<file path="config.mk">
export PLATFORM = sky130hd
export DESIGN_NAME = button_mmio
export DESIGN_NICKNAME = d
export VERILOG_FILES = /design/src/rtl/button_mmio_pkg.sv /design/src/rtl/btn_debounce.sv /design/src/rtl/button_mmio.sv
export SDC_FILE = /design/constraint.sdc
export NUM_CORES = 1
export LEC_CHECK = 0
export BUFFER_PORTS_ARGS = -buffer_cell sky130_fd_sc_hd__buf_2
export CORE_ASPECT_RATIO = 1.4
export CORE_MARGIN = 10
export CORE_UTILIZATION = 35
export DETAILED_ROUTE_END_ITERATION = 10
export PLACE_DENSITY = 0.56
export SLEW_MARGIN = 20
export SYNTH_ARGS = -nofsm -noshare
export SYNTH_HDL_FRONTEND = slang
export SYNTH_HIERARCHICAL = 1
export SYNTH_SLANG_ARGS = --single-unit
</file>
<file path="constraint.sdc">
create_clock -name clk -period 2.8 [get_ports clk]
set_clock_uncertainty 0.15 [all_clocks]
set_input_delay 0.42 -clock clk [delete_from_list [all_inputs] [get_ports clk]]
set_output_delay 0.42 -clock clk [all_outputs]
set_load 0.005 [all_outputs]
</file>
<file path="src/rtl/button_mmio_pkg.sv">
// Shared constants for the memory-mapped push buttons: word addresses decoded
// by the data memory and the default debounce window.
package button_mmio_pkg;

  localparam logic [31:0] UP_ADDR          = 32'h0000_1008;
  localparam logic [31:0] DOWN_ADDR        = 32'h0000_1010;
  localparam int          DB_LIMIT_DEFAULT = 250000;
  localparam int          DB_CNT_W_DEFAULT = 18;

endpackage

</file>
<file path="src/rtl/btn_debounce.sv">
// One button path: 2-FF synchronizer, stable-level debouncer and a registered
// pulse marking each accepted 0->1 change of the debounced level.
module btn_debounce #(
  parameter int DB_LIMIT = 250000,
  parameter int DB_CNT_W = 18
) (
  input  logic clk,
  input  logic reset,
  input  logic raw,
  output logic level,
  output logic rise
);

  localparam logic [DB_CNT_W-1:0] CNT_LAST = DB_CNT_W'(DB_LIMIT - 1);

  logic                sync1;
  logic                synced;
  logic [DB_CNT_W-1:0] cnt;

  always_ff @(posedge clk or negedge reset) begin
    if (!reset) begin
      sync1  <= 1'b0;
      synced <= 1'b0;
      cnt    <= '0;
      level  <= 1'b0;
      rise   <= 1'b0;
    end else begin
      sync1  <= raw;
      synced <= sync1;
      rise   <= 1'b0;
      // Any return to the current level before the window ends drops the count.
      if (synced == level) begin
        cnt <= '0;
      end else if (cnt == CNT_LAST) begin
        level <= synced;
        cnt   <= '0;
        rise  <= synced;
      end else begin
        cnt <= cnt + 1'b1;
      end
    end
  end

endmodule

</file>
<file path="src/rtl/button_mmio.sv">
// Sticky, read-to-clear press flags for the up/down buttons seen by the CPU
// through the data memory.
module button_mmio
  import button_mmio_pkg::*;
#(
  parameter int WIDTH    = 32,
  parameter int DB_LIMIT = DB_LIMIT_DEFAULT,
  parameter int DB_CNT_W = DB_CNT_W_DEFAULT
) (
  input  logic             clk,
  input  logic             reset,
  input  logic             btn_up_raw,
  input  logic             btn_down_raw,
  input  logic             memread,
  input  logic [WIDTH-1:0] adr,
  output logic             up,
  output logic             down,
  output logic             up_level,
  output logic             down_level
);

  localparam logic [WIDTH-1:0] UP_A   = WIDTH'(UP_ADDR);
  localparam logic [WIDTH-1:0] DOWN_A = WIDTH'(DOWN_ADDR);

  logic up_rise;
  logic down_rise;

  btn_debounce #(.DB_LIMIT(DB_LIMIT), .DB_CNT_W(DB_CNT_W)) u_db_up (
    .clk   (clk),
    .reset (reset),
    .raw   (btn_up_raw),
    .level (up_level),
    .rise  (up_rise)
  );

  btn_debounce #(.DB_LIMIT(DB_LIMIT), .DB_CNT_W(DB_CNT_W)) u_db_down (
    .clk   (clk),
    .reset (reset),
    .raw   (btn_down_raw),
    .level (down_level),
    .rise  (down_rise)
  );

  // A press wins over a clearing read in the same cycle so no press is lost.
  always_ff @(posedge clk or negedge reset) begin
    if (!reset) begin
      up   <= 1'b0;
      down <= 1'b0;
    end else begin
      if (up_rise)
        up <= 1'b1;
      else if (memread && (adr == UP_A))
        up <= 1'b0;

      if (down_rise)
        down <= 1'b1;
      else if (memread && (adr == DOWN_A))
        down <= 1'b0;
    end
  end

endmodule

</file>
==> results by stage, run 1 <==
Clock tree:
- The number of clock buffers inserted by TritonCTS is 5.
- The clock latency of the later-clocked register in the worst-skew pair is 0.30 ns.
- TritonCTS built the clock tree.
- The master cell of the clock root buffer is sky130_fd_sc_hd__clkbuf_8.
- The longest clock path from root to sink contains 2 buffers.
- Clock tree synthesis found a total of 46 sinks.
- In this run the number of H-tree levels came out at 2.
- The number of gates given a new drive strength after cts is 0.
- The clock transition at the registers of the reported paths is 0.09 ns.
- The number of setup buffers added after CTS is 0.

Power and ir drop:
- The completed layout was analyzed and its total power is ~1.2 mW.
- The worst-case IR drop observed on VDD is about 0.35 mV.
- For this design the ratio of total power to cell area is 459 nW/µm².
- The static leakage power is 1.14 nW.

Synthesis:
- After synthesis, the share of flip-flops with an asynchronous set or reset is 1.00.
- The share of the synthesized area in the top cell type is 0.505.
- For this run, the number of Yosys warnings is 6.
- The share of synthesized area occupied by flip-flops and latches is 0.505.
- The most frequently used cell type in the post-synthesis netlist is sky130_fd_sc_hd__dfrtp_1.
- Ranked by instance count, the synthesized netlist is headed by sky130_fd_sc_hd__dfrtp_1 (46), sky130_fd_sc_hd__nor2_1 (37), sky130_fd_sc_hd__xnor2_1 (20).
- The number of enable flip-flop cells after synthesis is 0.
- Counting distinct cell types in the post-synthesis netlist gives 30.
- The mean instance size in the synthesized netlist is approximately 10 µm².
- Sorting the synthesized cells by area gives the leading types as sky130_fd_sc_hd__dfrtp_1 (50%), sky130_fd_sc_hd__xnor2_1 (7.7%), sky130_fd_sc_hd__nor2_1 (6.1%).
- The synthesized design spends more area on one cell type than any other, namely sky130_fd_sc_hd__dfrtp_1.
- In the synthesized netlist the dominant register cell turns out to be sky130_fd_sc_hd__dfrtp_1.
- After synthesis the netlist holds a flip-flop and latch count of 46.
- Summing every instance area after synthesis gives 2280 µm².
- When the netlist entered floorplanning its net count stood at 257.
- The cell count after synthesis came out at 218.

Layout:
- The final non-filler cell total is 339.
- In the final layout, the share of cells above drive strength 1 is 0.243.
- The antenna diode instance count is 0.
- Summing all flip-flop and latch instances after layout gives between 1000 and 1500 µm².
- The number of fill cells in the layout is 649.
- After the last flow step, the layout net total stands at slightly above 300.
- The area growth from synthesis to final layout is 18.0%.
- Summing all multi-input logic gate instances after layout gives 1100 µm².

Routing:
- The first-pass detailed-route iteration total is 4.
- After detailed routing, the number of vias per cell comes to roughly 5.2.
- Detailed routing placed a total of 137 µm of wire on met3.
- Across all layers, the routed design uses between 1500 and 2000 vias.
- In this run the remaining antenna-violating nets after routing total 0.
- The wire length on met1 is 2050 µm.
- For this run, design rule violations remaining after detail routing come to 0.
- Dividing the detail-routed wire length by the instance count gives 14.9 µm.
- The highest metal layer used by the detailed router is met4.
- The routed length on met2 is roughly 2800 µm.
- The iteration-0 DRC count of the detailed router is 46.
- The total detailed-routing wirelength is 5050 µm.

Setup path:
- Among all stages on the critical path, the largest delay is contributed by sky130_fd_sc_hd__or4_4.
- Data on the critical path is required at its endpoint by 2.83 ns.
- The number of buffers and inverters on the critical path is 0.
- Across all register-to-register paths, the minimum setup slack is between 0.6 and 0.7 ns.
- The kind of capture point of the worst setup path is a flip-flop.
- For the worst flop-to-flop path, the logic depth is 4.
- The critical path is of the reg -> reg type.
- The reg-to-reg endpoint is u_db_down/level$_DFFE_PN0P_.
- Data arrives at the worst endpoint at 2.20 ns.
- The largest incremental delay on the critical path is between 0.6 and 0.7 ns.
- The critical path goes through ha_1 -> nand4_1 -> or4_4 -> mux2_4.
- The type of origin of the critical path is a flip-flop.
- The startpoint identified for the worst register-to-register timing path is u_db_down/cnt[0]$_DFF_PN0_.
- Among cell families on the critical path, the largest total delay comes from simple AND/OR/NAND/NOR gates.
- In this run the worst path has a maximum fanout of 7.

STA:
- The final count of hold timing violations came to 0.
- The achievable clock frequency is 0.459 GHz.
- Summed over all failing endpoints, the final setup total negative slack is 0 ns.
- The final count of negative-setup-slack endpoints is 0.
- The worst pin sits at a relative slew slack of 0.693.
- The final critical path time including I/O delays and setup is 2.18 ns.
- Once routing completed, OpenROAD measured the worst setup slack at 0.623 ns.
- For the pin with the worst max-slew slack, the measured transition is 0.456 ns.
- The number of pins with negative max-slew slack in the final report is 0.
- Of the available clock period, the critical path in the final layout requires 0.778.
- Setup repair after global routing left no endpoint under its margin.

Placement:
- Port buffering added 40 buffers.
- The placed instance count is 330.
- The half-perimeter wire length after placement is 3880 µm.
- The final estimated routing congestion in global placement is 0.776.
- The pre-CTS worst setup slack is 0.634 ns.

Worst hold path:
- The type of the tightest min-delay check is in -> reg.
- The worst hold path begins at btn_down_raw.
- The number of cells on the worst hold path is 1.
- The path with the worst hold slack has its endpoint at u_db_down/sync1$_DFF_PN0_.

Global route:
- The initial antenna violation count is 0.
- The maximum number of pins on one net before global-route repair is 36.
- Global routing finished with a remaining overflow of 0.
- The global router's overall resource usage is 0.106.
- The number of global-route vias before repair is ~1800.
- The wire length of the first global-routing pass is 8600 µm.

Floorplanning:
- The die footprint is 10200 µm².
- From left edge to right edge, the die measures 88.2 µm.
- For this configuration, the core starts out at a cell density of 0.362.
- The number of I/O pins is 41.
- The total area inside the core boundary comes to 6300 µm².
- Row generation in the floorplan step produced 34 rows.
- The vertical die dimension is 116 µm.

Outcome:
- The flow ran to the end, and the final reports show no timing, DRC or antenna violations.

Run:
- The tool flagged a number of max-cap violations equal to 0.
==> power breakdown <==
part | leakage, nW | switching [mW] | total (mW) | internal [mW]
combinational | 0.467 | 0.0359 | 0.0711 | 0.0352
clock | 0.0524 | 0.212 | 0.479 | 0.267
sequential | 0.618 | 0.0107 | 0.684 | 0.674
==> state kept, by name, indices dropped and copies added, names as in the netlist <==
name	flops
down	1
u_db_down/cnt	18
u_db_down/level	1
u_db_down/rise	1
u_db_down/sync1	1
u_db_down/synced	1
u_db_up/cnt	18
u_db_up/level	1
u_db_up/rise	1
u_db_up/sync1	1
u_db_up/synced	1
up	1
==> kinds of logic (layout without fill, tap and decap cells) <==
kind of cell    count (synthesis)  in the layout  share of synthesized area
mux                             2              2                     0.0132
buf+inv                         6             55                     0.0143
compound gates                 12             12                     0.0483
xor+xnor                       30             30                      0.115
simple gates                  120            120                      0.293
flops                          46             46                      0.505
fa+ha+maj                       2              2                     0.0110
==> metrics by stage <==
stage	area [µm²]	utilization	hold WS, ns
after CTS	2690	0.428	0.0617
after floorplan	2280	-	-0.0256
final	2690	0.428	0.0736
after global placement	2580	0.409	0.165
after detailed placement	2580	0.409	0.165
after global routing	2690	0.428	0.0591
==> worst max path at each step <==
stage / start / slack, ns / depth (start not counted) / to
floorplan: u_db_down/cnt[0]$_DFF_PN0_ / 0.77 / 4 / u_db_down/level$_DFFE_PN0P_
global route: u_db_down/cnt[0]$_DFF_PN0_ / 0.49 / 4 / u_db_down/level$_DFFE_PN0P_
global placement: u_db_up/cnt[0]$_DFF_PN0_ / 0.68 / 4 / u_db_up/level$_DFFE_PN0P_
finish: u_db_down/cnt[0]$_DFF_PN0_ / 0.62 / 4 / u_db_down/level$_DFFE_PN0P_
CTS: u_db_down/cnt[0]$_DFF_PN0_ / 0.61 / 4 / u_db_down/level$_DFFE_PN0P_
detailed placement: u_db_down/cnt[0]$_DFF_PN0_ / 0.63 / 4 / u_db_down/level$_DFFE_PN0P_
==> placed cells by master (no fill, tap or decap), drive strengths merged, types with 2 or more instances in the layout <==
master	instances
o21ai	4
clkbuf	7
ha	2
nand2b	2
a21oi	4
buf	44
o41ai	2
xor2	10
and4	4
dfrtp	46
nor3	5
mux2	2
nand3	14
or4	6
nand2	12
inv	2
nor4	17
nor4b	2
and3	4
nand4	12
xnor2	20
nor3b	3
or3	2
nor2	37
==> what timing repair did <==
item                                    4_1_cts  5_1_grt
hold buffers                                  1        0
hold endpoints to repair                     11        0
endpoints found under the setup margin        0        0
==> area by class of cell <==
cell class	count	area share
flip-flops and latches	46	0.428
multi-input cells	166	0.408
repair buffers	45	0.0892
well taps	72	0.0335
clock buffers	7	0.0283
clock inverters	1	0.0112
inverters	2	0.00279
==> worst reg2reg max path: cells and delay by family (launching register included) <==
kind / cells / cell delay [ns]
DFF: 1 / 0.41
and+or+nand+nor: 2 / 0.97
muxes: 1 / 0.31
adders and majority gates: 1 / 0.23
==> metal layers <==
| metal | track usage | vias up |
|---|---|---|
| li1 | - | 880 |
| met1 | 0.111 | 867 |
| met2 | 0.197 | 18 |
| met3 | 0.0253 | 8 |
| met4 | 0.0389 | 0 |
| met5 | 0 | - |
(Power assumes the default switching activity.)
==> run 2, diff against run 1 <==
--- a/config.mk
+++ b/config.mk
@@ -5,6 +5,7 @@
 export SDC_FILE = /design/constraint.sdc
 export NUM_CORES = 1
 export LEC_CHECK = 0
+export ABC_AREA = 1
 export BUFFER_PORTS_ARGS = -buffer_cell sky130_fd_sc_hd__buf_2
 export CORE_ASPECT_RATIO = 1.4
 export CORE_MARGIN = 10
==> constraint.sdc (replaced) <==
create_clock -name clk -period 2.22 [get_ports clk]
set_clock_uncertainty 0.15 [all_clocks]
set_input_delay 0.333 -clock clk [delete_from_list [all_inputs] [get_ports clk]]
set_output_delay 0.333 -clock clk [all_outputs]
set_load 0.005 [all_outputs]
==> run 2 against run 1 <==
Clock-buffer cell count decreased by 1; largest power group unchanged; cell count grew 37%; first-iteration DRC count up 83%; setup slack got worse by 0.089 ns; register-to-register slack worse by 0.09 ns.
==> results by stage, run 2 <==
Outcome:
- Result of the run: complete, no violations (unchanged).

STA:
- The achievable clock frequency was 0.593 GHz (was 0.459 GHz).
- The setup TNS is 0 ns (unchanged).
- The slew of the pin with the lowest slew margin is 0.590 ns (was 0.456 ns).
- RSZ-0062 raised after global routing: false (unchanged).
- The worst slew margin relative to its limit is 0.607 (was 0.693).
- The final count of hold timing violations was 0 (unchanged).
- The period utilization came to 0.759 (was 0.778).
- The final count of negative-setup-slack endpoints is 0 (unchanged).
- The final critical path time including I/O delays and setup came to 1.69 ns (was 2.18 ns).
- The number of pins with negative max-slew slack in the final report is 0 (unchanged).

Floorplanning:
- The number of I/O pins is 41 (unchanged).
- The vertical die dimension is 120 µm (was 116 µm).
- The standard-cell row count is 36 (was 34).
- The area of the core came to 6940 µm² (was 6300 µm²).
- The horizontal die dimension came to 91.2 µm (was 88.2 µm).
- The starting utilization of the core area came to 0.358 (was 0.362).
- The die footprint is 10900 µm² (was 10200 µm²).

Synthesis:
- The number of instances in the synthesized netlist is 318 (was 218).
- The netlist area before placement is 2480 µm² (was 2280 µm²).
- Cell types with the highest counts after synthesis: sky130_fd_sc_hd__nor2_1 (79), sky130_fd_sc_hd__nand2_1 (55), sky130_fd_sc_hd__dfrtp_1 (46) (was sky130_fd_sc_hd__dfrtp_1 (46), sky130_fd_sc_hd__nor2_1 (37), sky130_fd_sc_hd__xnor2_1 (20)).
- The most frequently used cell type in the post-synthesis netlist is sky130_fd_sc_hd__nor2_1 (was sky130_fd_sc_hd__dfrtp_1).
- The share of synthesized area occupied by flip-flops and latches is 0.463 (was 0.505).
- The number of synthesized register bits is 46 (unchanged).
- The top cell type by total area after synthesis is sky130_fd_sc_hd__dfrtp_1 (unchanged).
- The count of warnings emitted by yosys came to 6 (unchanged).
- The distinct cell type count after synthesis is 23 (was 30).
- The post-synthesis net count is 357 (was 257).
- The share of synthesized registers carrying an async set or reset is 1.00 (unchanged).
- The number of enable flip-flop cells after synthesis was 0 (unchanged).
- The share of the synthesized area in the top cell type came to 0.463 (was 0.505).
- The predominant post-synthesis flop cell is sky130_fd_sc_hd__dfrtp_1 (unchanged).
- The mean instance size in the synthesized netlist is 7.81 µm² (was 10.5 µm²).
- Synth top area cells: sky130_fd_sc_hd__dfrtp_1 (46%), sky130_fd_sc_hd__nor2_1 (12%), sky130_fd_sc_hd__nand2_1 (8.3%) (was sky130_fd_sc_hd__dfrtp_1 (50%), sky130_fd_sc_hd__xnor2_1 (7.7%), sky130_fd_sc_hd__nor2_1 (6.1%)).

Setup path:
- The register-to-register setup slack came to 0.53 ns (was 0.62 ns).
- The source of the worst register-to-register timing path is u_db_up/cnt[0]$_DFF_PN0_ (was u_db_down/cnt[0]$_DFF_PN0_).
- The arrival time at the worst endpoint is 1.77 ns (was 2.20 ns).
- The category of the most critical setup path is reg -> reg (unchanged).
- The data required time of the worst path is 2.30 ns (was 2.83 ns).
- The maximum fanout count along the critical path is 4 (was 7).
- The count of cells along the worst register-to-register path is 6 (was 4).
- The endpoint of the worst setup timing path is u_db_up/cnt[13]$_DFF_PN0_ (was u_db_down/level$_DFFE_PN0P_).
- The critical path launch point was u_db_up/cnt[0]$_DFF_PN0_ (was u_db_down/cnt[0]$_DFF_PN0_).
- The kind of capture point of the worst setup path is a flip-flop (unchanged).
- The reg-to-reg endpoint was u_db_up/cnt[13]$_DFF_PN0_ (was u_db_down/level$_DFFE_PN0P_).
- The type of origin of the critical path was a flip-flop (unchanged).

Power and ir drop:
- The internal cell power is 1.37 mW (was 976 µW).
- The switching part of the total came to 0.207 (was 0.209).
- The static leakage power is 1.35 nW (was 1.14 nW).
- The total power of the final layout is 1.73 mW (was 1.23 mW).
- The sequential share of power is 0.497 (was 0.554).
- The maximum vdd ir drop came to 0.281 mV (was 0.355 mV).
- The power density over cell area is 581 nW/µm² (was 459 nW/µm²).
- The fraction of power consumed by combinational cells is 0.056 (was 0.058).
- The net switching power of the design came to 359 µW (was 259 µW).
- The part of the total power dissipated in the clock network is 0.447 (was 0.388).

Layout:
- The post-layout instance area is 2980 µm² (was 2690 µm²).
- The share of the core filled with cells in the final layout is 0.430 (was 0.428).
- Top Registers: u_db_down/cnt (18), u_db_up/cnt (18) (unchanged).
- The most common cell after layout, fill and taps aside is sky130_fd_sc_hd__nor2_1 (was sky130_fd_sc_hd__dfrtp_1).
- The share of layout cells above drive strength 1 is 0.233 (was 0.243).
- The number of fill cells in the layout is 720 (was 649).
- The footprint of the multi-input gates is 1180 µm² (was 1100 µm²).
- The number of nets in the layout came to 407 (was 305).
- The register area is 1150 µm² (unchanged).
- The area growth from synthesis to final layout is 20.0% (was 18.0%).
- The antenna diode instance count is 0 (unchanged).
- Most used cells in the layout excluding fill and tap cells: sky130_fd_sc_hd__nor2_1 (79), sky130_fd_sc_hd__nand2_1 (55), sky130_fd_sc_hd__dfrtp_1 (46) (was sky130_fd_sc_hd__dfrtp_1 (46), sky130_fd_sc_hd__buf_2 (40), sky130_fd_sc_hd__nor2_1 (37)).

Worst hold path:
- The type of the tightest min-delay check is reg -> reg (was in -> reg).

Clock tree:
- The clock transition at the registers of the reported paths is 0.09 ns (about the same).
- The TritonCTS clock tree was built (unchanged).
- The master cell of the clock root buffer is sky130_fd_sc_hd__clkbuf_8 (unchanged).
- The number of clock buffers inserted by TritonCTS came to 5 (unchanged).
- The maximum clock path buffer count is 2 (unchanged).
- The H-tree depth reported by CTS is 2 (unchanged).
- The number of clock sinks is 46 (unchanged).
- The clock latency of the later-clocked register in the worst-skew pair is 0.30 ns (about the same).
- The number of gates given a new drive strength after cts is 0 (unchanged).

Global route:
- The global route total overflow is 0 (unchanged).
- The maximum number of pins on one net before global-route repair is 47 (was 36).
- The global router's overall resource usage is 0.101 (was 0.106).
- The initial antenna violation count is 0 (unchanged).
- The number of global-route vias before repair came to 2032 (was 1825).
- The wire length of the first global-routing pass came to 9250 µm (was 8600 µm).

Routing:
- The average vias per placed instance came to 4.48 (was 5.23).
- The wire length per cell came to 11.3 µm (was 14.9 µm).
- The total DRC errors in the routed layout is 0 (unchanged).
- The iteration-0 DRC count of the detailed router is 84 (was 46).
- The detailed-route via count came to 2079 (was 1773).
- The total detailed-routing wirelength was 5240 µm (was 5050 µm).
- The first-pass detailed-route iteration total was 6 (was 4).
- The count of nets left with antenna violations after detail routing is 0 (unchanged).

Placement:
- The half-perimeter wire length after placement was 4020 µm (was 3880 µm).
- The total cell area at the placement stage came to 2810 µm² (was 2580 µm²).
- The final estimated routing congestion in global placement is 0.790 (was 0.776).
- The number of input and output port buffers inserted is 40 (unchanged).

Run:
- The max capacitance violation total is 0 (unchanged).
[run 2: cell types whose count changed in the layout (fill, tap and decap cells not counted), sizes merged, moves of 5 or more]
cell	previous run	this run
nor4	17	0
nor2	37	92
nand2	12	69
or4	6	0
xnor2	20	8
nand3	14	19
inv	2	38
[run 2: power groups by stage]
stage | clock, mW | sequential (mW) | combinational (mW)
floorplan | 0 | 0.875 | 0.0359
global placement | 0 | 0.877 | 0.0941
detailed placement | 0 | 0.877 | 0.0954
CTS | 0.798 | 0.860 | 0.0997
global route | 0.829 | 0.863 | 0.112
finish | 0.775 | 0.860 | 0.0969
[run 2: worst min path at each step]
stage	from	to	slack, ns	depth (start not counted)
2_1_floorplan	reset	down$_DFFE_PN0P_	-0.11	0
3_3_place_gp	u_db_down/sync1$_DFF_PN0_	u_db_down/synced$_DFF_PN0_	0.18	0
3_5_place_dp	u_db_up/sync1$_DFF_PN0_	u_db_up/synced$_DFF_PN0_	0.19	0
4_1_cts	u_db_up/sync1$_DFF_PN0_	u_db_up/synced$_DFF_PN0_	0.21	0
5_1_grt	u_db_down/sync1$_DFF_PN0_	u_db_down/synced$_DFF_PN0_	0.21	0
6_report	u_db_up/sync1$_DFF_PN0_	u_db_up/synced$_DFF_PN0_	0.21	0
[run 2: final cells by class]
class                   instances  area share
clock buffers                   6      0.0277
flip-flops and latches         46       0.386
multi-input cells             232       0.396
well taps                      95      0.0399
inverters                      38      0.0478
clock inverters                 2      0.0201
repair buffers                 45      0.0822
[run 2: what timing repair did]
item                      CTS  global route
hold endpoints to repair   48             0
hold buffers                3             0
buffers inserted            0             0
[run 2: cells by family (layout without fill, tap and decap cells)]
logic type | after synthesis | after routing | synth area share
compound gates | 12 | 12 | 0.0252
flops | 46 | 46 | 0.463
fa+ha+maj | 2 | 2 | 0.0101
buf+inv | 40 | 91 | 0.0614
simple gates | 200 | 200 | 0.377
xor+xnor | 18 | 18 | 0.0634
[run 2: metrics by stage]
| step | setup WS (ns) | hold WS, ns | std cells |
|---|---|---|---|
| 3_5_place_dp | 0.556 | 0.188 | 453 |
| 5_1_grt | 0.359 | 0.214 | 464 |
| 2_1_floorplan | 0.832 | -0.113 | 318 |
| 4_1_cts | 0.530 | 0.208 | 464 |
| 6_report | 0.534 | 0.206 | 464 |
| 3_3_place_gp | 0.610 | 0.183 | 453 |
[run 2: routing by layer]
metal  GRT usage  wire [µm]  vias up
met4      0.0403         66        0
met5           0          0        -
met3      0.0299        366        6
met2       0.172       2360       63
met1       0.115       2440      921
li1            -          -     1089
[run 2: critical path, stage by stage, from the launching register on]
cell and delay, ns:
sky130_fd_sc_hd__dfrtp_1 0.42, sky130_fd_sc_hd__ha_1 0.25, sky130_fd_sc_hd__nand3_2 0.12, sky130_fd_sc_hd__nor2_1 0.07
sky130_fd_sc_hd__a21oi_1 0.41, sky130_fd_sc_hd__nand2_1 0.10, sky130_fd_sc_hd__nor2_1 0.10
